## config.mk

```make
export PLATFORM = sky130hd
export DESIGN_NAME = rom
export DESIGN_NICKNAME = d
export VERILOG_FILES = /design/src/rtl/rom.sv
export SDC_FILE = /design/constraint.sdc
export NUM_CORES = 1
export LEC_CHECK = 0
export CAP_MARGIN = 20
export CELL_PAD_IN_SITES_DETAIL_PLACEMENT = 1
export CELL_PAD_IN_SITES_GLOBAL_PLACEMENT = 1
export CORE_UTILIZATION = 23
export CTS_CLUSTER_DIAMETER = 40
export DETAILED_ROUTE_END_ITERATION = 16
export PLACE_DENSITY_LB_ADDON = 0.1
export SYNTH_ARGS = -nofsm -noshare
export SYNTH_HDL_FRONTEND = slang
export SYNTH_SLANG_ARGS = --single-unit
export TNS_END_PERCENT = 30
```

## constraint.sdc

```tcl
create_clock -name clk -period 1.4 [get_ports clk]
set_clock_uncertainty 0.15 [all_clocks]
set_input_delay 0.28 -clock clk [delete_from_list [all_inputs] [get_ports clk]]
set_output_delay 0.28 -clock clk [all_outputs]
set_load 0.02 [all_outputs]
```

## src/rtl/rom.sv

```systemverilog
// Read-only word store with a one-cycle registered read port.
// Contents are fixed at elaboration; there is no write or load path.
module rom #(
  parameter int ADDR_W = 3,
  parameter int DATA_W = 8,
  parameter int DEPTH  = 8
) (
  input  logic              clk,
  input  logic              rst,
  input  logic              rd,
  input  logic [ADDR_W-1:0] add,
  output logic [DATA_W-1:0] data_out,
  output logic              data_valid
);

  // Constant contents; addresses beyond DEPTH read back as zero.
  function automatic logic [DATA_W-1:0] word_at(input logic [ADDR_W-1:0] a);
    logic [DATA_W-1:0] w;
    w = '0;
    if (32'(a) < 32'(DEPTH)) begin
      case (32'(a))
        32'd0:   w = DATA_W'(8'h12);
        32'd1:   w = DATA_W'(8'h34);
        32'd2:   w = DATA_W'(8'h56);
        32'd3:   w = DATA_W'(8'h78);
        32'd4:   w = DATA_W'(8'h9A);
        32'd5:   w = DATA_W'(8'hBC);
        32'd6:   w = DATA_W'(8'hDE);
        32'd7:   w = DATA_W'(8'hF0);
        default: w = '0;
      endcase
    end
    return w;
  endfunction

  // Reset wins over a coincident read; an idle cycle keeps the last word.
  always_ff @(posedge clk or posedge rst) begin
    if (rst) begin
      data_out   <= '0;
      data_valid <= 1'b0;
    end else if (rd) begin
      data_out   <= word_at(add);
      data_valid <= 1'b1;
    end else begin
      data_valid <= 1'b0;
    end
  end

endmodule

```

==> reports/metrics.cfg <==
[critical_path]
path_class=reg2out
required_ps=970
end_kind=primary output
cp_slowest_stage_delay_ps=400
crit_family=flip-flops
critPathSlowestCell=dfrtp_1
cp.arrival_ps=940
cp_max_fo=2
start_kind=flop
crit_buf_inv=1
cp_cell_sequence=clkdlybuf4s15_1

[routing]
avgRoutedWirePerCell_um=13.67
wirelength_um=793
viasPerCell=4.086
drc=0
detail_route.iter0.violations=3
vias=237
firstDrtPassIters=2
postRouteAntennaNets=0

[floorplan]
num_rows=13
io_pins=15
die_h_um=41.24
core_area_um2=1366
initial_core_util_pct=25.92
die_x_um=41.24
die-area_um2=1700

[clocking]
path_clk_slew_ps=60
cts_tree=built
clock-root-buffer=clkbuf_4
cts.htree.levels=1
clock_path_buffers=2
cts.sinks=8
insertion_delay_ps=250
cts_hold_buf=0
cts_buffers=3

[synthesis]
synth_ff_type=dfrtp_1
synth_cells=25
synthTopCellsByArea=dfrtp_1 57%, mux2_4 17%, ha_1 7.1%
syn-cell-area_um2=354.1
synth.distinct_cells=12
yosys_warnings=0
netlist.area_leader.share_pct=56.54
synth_common_cells=8 x dfrtp_1, 4 x mux2_4, 2 x ha_1, 2 x inv_1, 2 x nand2b_1
async_flop_share_pct=100.0
syn_avg_cell_area_um2=14.16
synth-seq-area-share_pct=56.54
ys_ff_latch=8
synth_most_common_cell=dfrtp_1
synth_area_leader_cell=dfrtp_1
synth_edf_count=0
synth_nets=33

[sta]
hold_viol=0
rsz0062_at_grt=no
fmax_mhz=728.5
fin_crit_sh_pct=98.04
setup_viol=0
tns_ps=0
final_max_slew_viol_count=0
fin_ws_ps=27.38
period_minus_slack_ps=1373
hold_slack_ps=129.7

[layout]
area_growth_pct=47.00
drive_gt1_share_pct=32.56
diodes=0
regArea_um2=200.2
nets=53
post-route-util_pct=38.10
multi_input_comb_area_um2=127.6
fillers=164

[global_routing]
grt.total_usage_pct=14.01
grt_pass1_vias=257
grt_max_degree=9
antenna_found_initial=0
gr-total-overflow=0
grt_pass1_wl_um=1359

[power_and_ir_drop]
ir_drop_mv=0.4714
p_per_area_nw_per_um2=1096
leakagePower_uw=0.0002554

[placement]
place_congestion=0.5803
dp_slack_ps=-205.2
portBuffers=13
hpwl_um=590.2

[min_path]
min_path_type=in2async

[status]
outcome=completed

[job]
cap_violations=0

==> routing by layer <==
metal / track usage (%) / up-vias / wire length, um
met5: 0 / - / 0
met1: 14.80 / 109 / 367
li1: - / 117 / -
met3: 7.065 / 0 / 60
met2: 21.48 / 11 / 365
met4: 9.677 / 0 / 0
==> state kept, by name (all words and copies together) (netlist names) <==
signal	flops
data_out	7
data_valid	1
==> through the flow <==
step	cell area, um2	instances	total power, uW
2_1_floorplan	354.1	25	337.2
3_3_place_gp	514.2	55	405.1
3_5_place_dp	514.2	55	410.5
4_1_cts	531.8	58	586.9
5_1_grt	520.5	58	606.7
6_report	520.5	58	570.5
==> cells in the final DEF (no fill, tap or decap), drive strengths merged <==
cell	instances
dfrtp	8
nand2b	2
mux2i	1
clkdlybuf4s15	4
buf	4
inv	2
mux2	4
dlygate4sd2	1
clkdlybuf4s50	5
nor2	1
ha	2
a31oi	1
clkbuf	6
conb	1
or2	1
==> report_power, final <==
part / total (uW) / switching [uW] / internal, uW / leakage [uW]
clock: 181 / 82.3 / 98.4 / 0.0000138
sequential: 265 / 12.8 / 252 / 0.0000901
combinational: 125 / 62.0 / 63.0 / 0.000152
total: 570 / 157 / 413 / 0.000255
==> what timing repair did <==
action | CTS | global route
setup buffers | 0 | 0
gates resized for setup | 12 | 6
endpoints found under the setup margin | 8 | 6
endpoints found under the hold margin | 0 | 0
gates cloned | 0 | 0
==> kinds of logic after synthesis <==
kind of cell    after synthesis  share of synthesized area, %
fa+ha+maj                     2                         7.066
mux                           5                         19.79
simple gates                  4                         6.360
flops                         8                         56.54
buf+inv                       4                         7.422
compound gates                1                         1.768
other cells                   1                         1.059
==> worst paths after layout <==
path,start,end,slack [ps],depth (start not counted)
worst max register to register,data_out[6]$_DFFE_PP0P_,data_out[6]$_DFFE_PP0P_,460,1
max in group asynchronous,rst,data_out[1]$_DFFE_PP0P_,720,2
worst min-delay path,rst,data_out[7]$_DFFE_PP0P_,130,2
min in group clk,data_out[4]$_DFFE_PP0P_,data_out[4]$_DFFE_PP0P_,310,1
worst max-delay path,data_out[6]$_DFFE_PP0P_,data_out[6],30,1
worst min register to register,data_out[4]$_DFFE_PP0P_,data_out[4]$_DFFE_PP0P_,310,1
==> cell type report <==
class                   count  share of cell area [%]
flip-flops and latches      8                   38.46
multi-input cells          13                   24.52
inverters                   2                   1.442
repair buffers             17                   27.64
well taps                  15                   3.606
clock buffers               3                   4.327
Note: power is estimated with default switching activity, not from simulation.
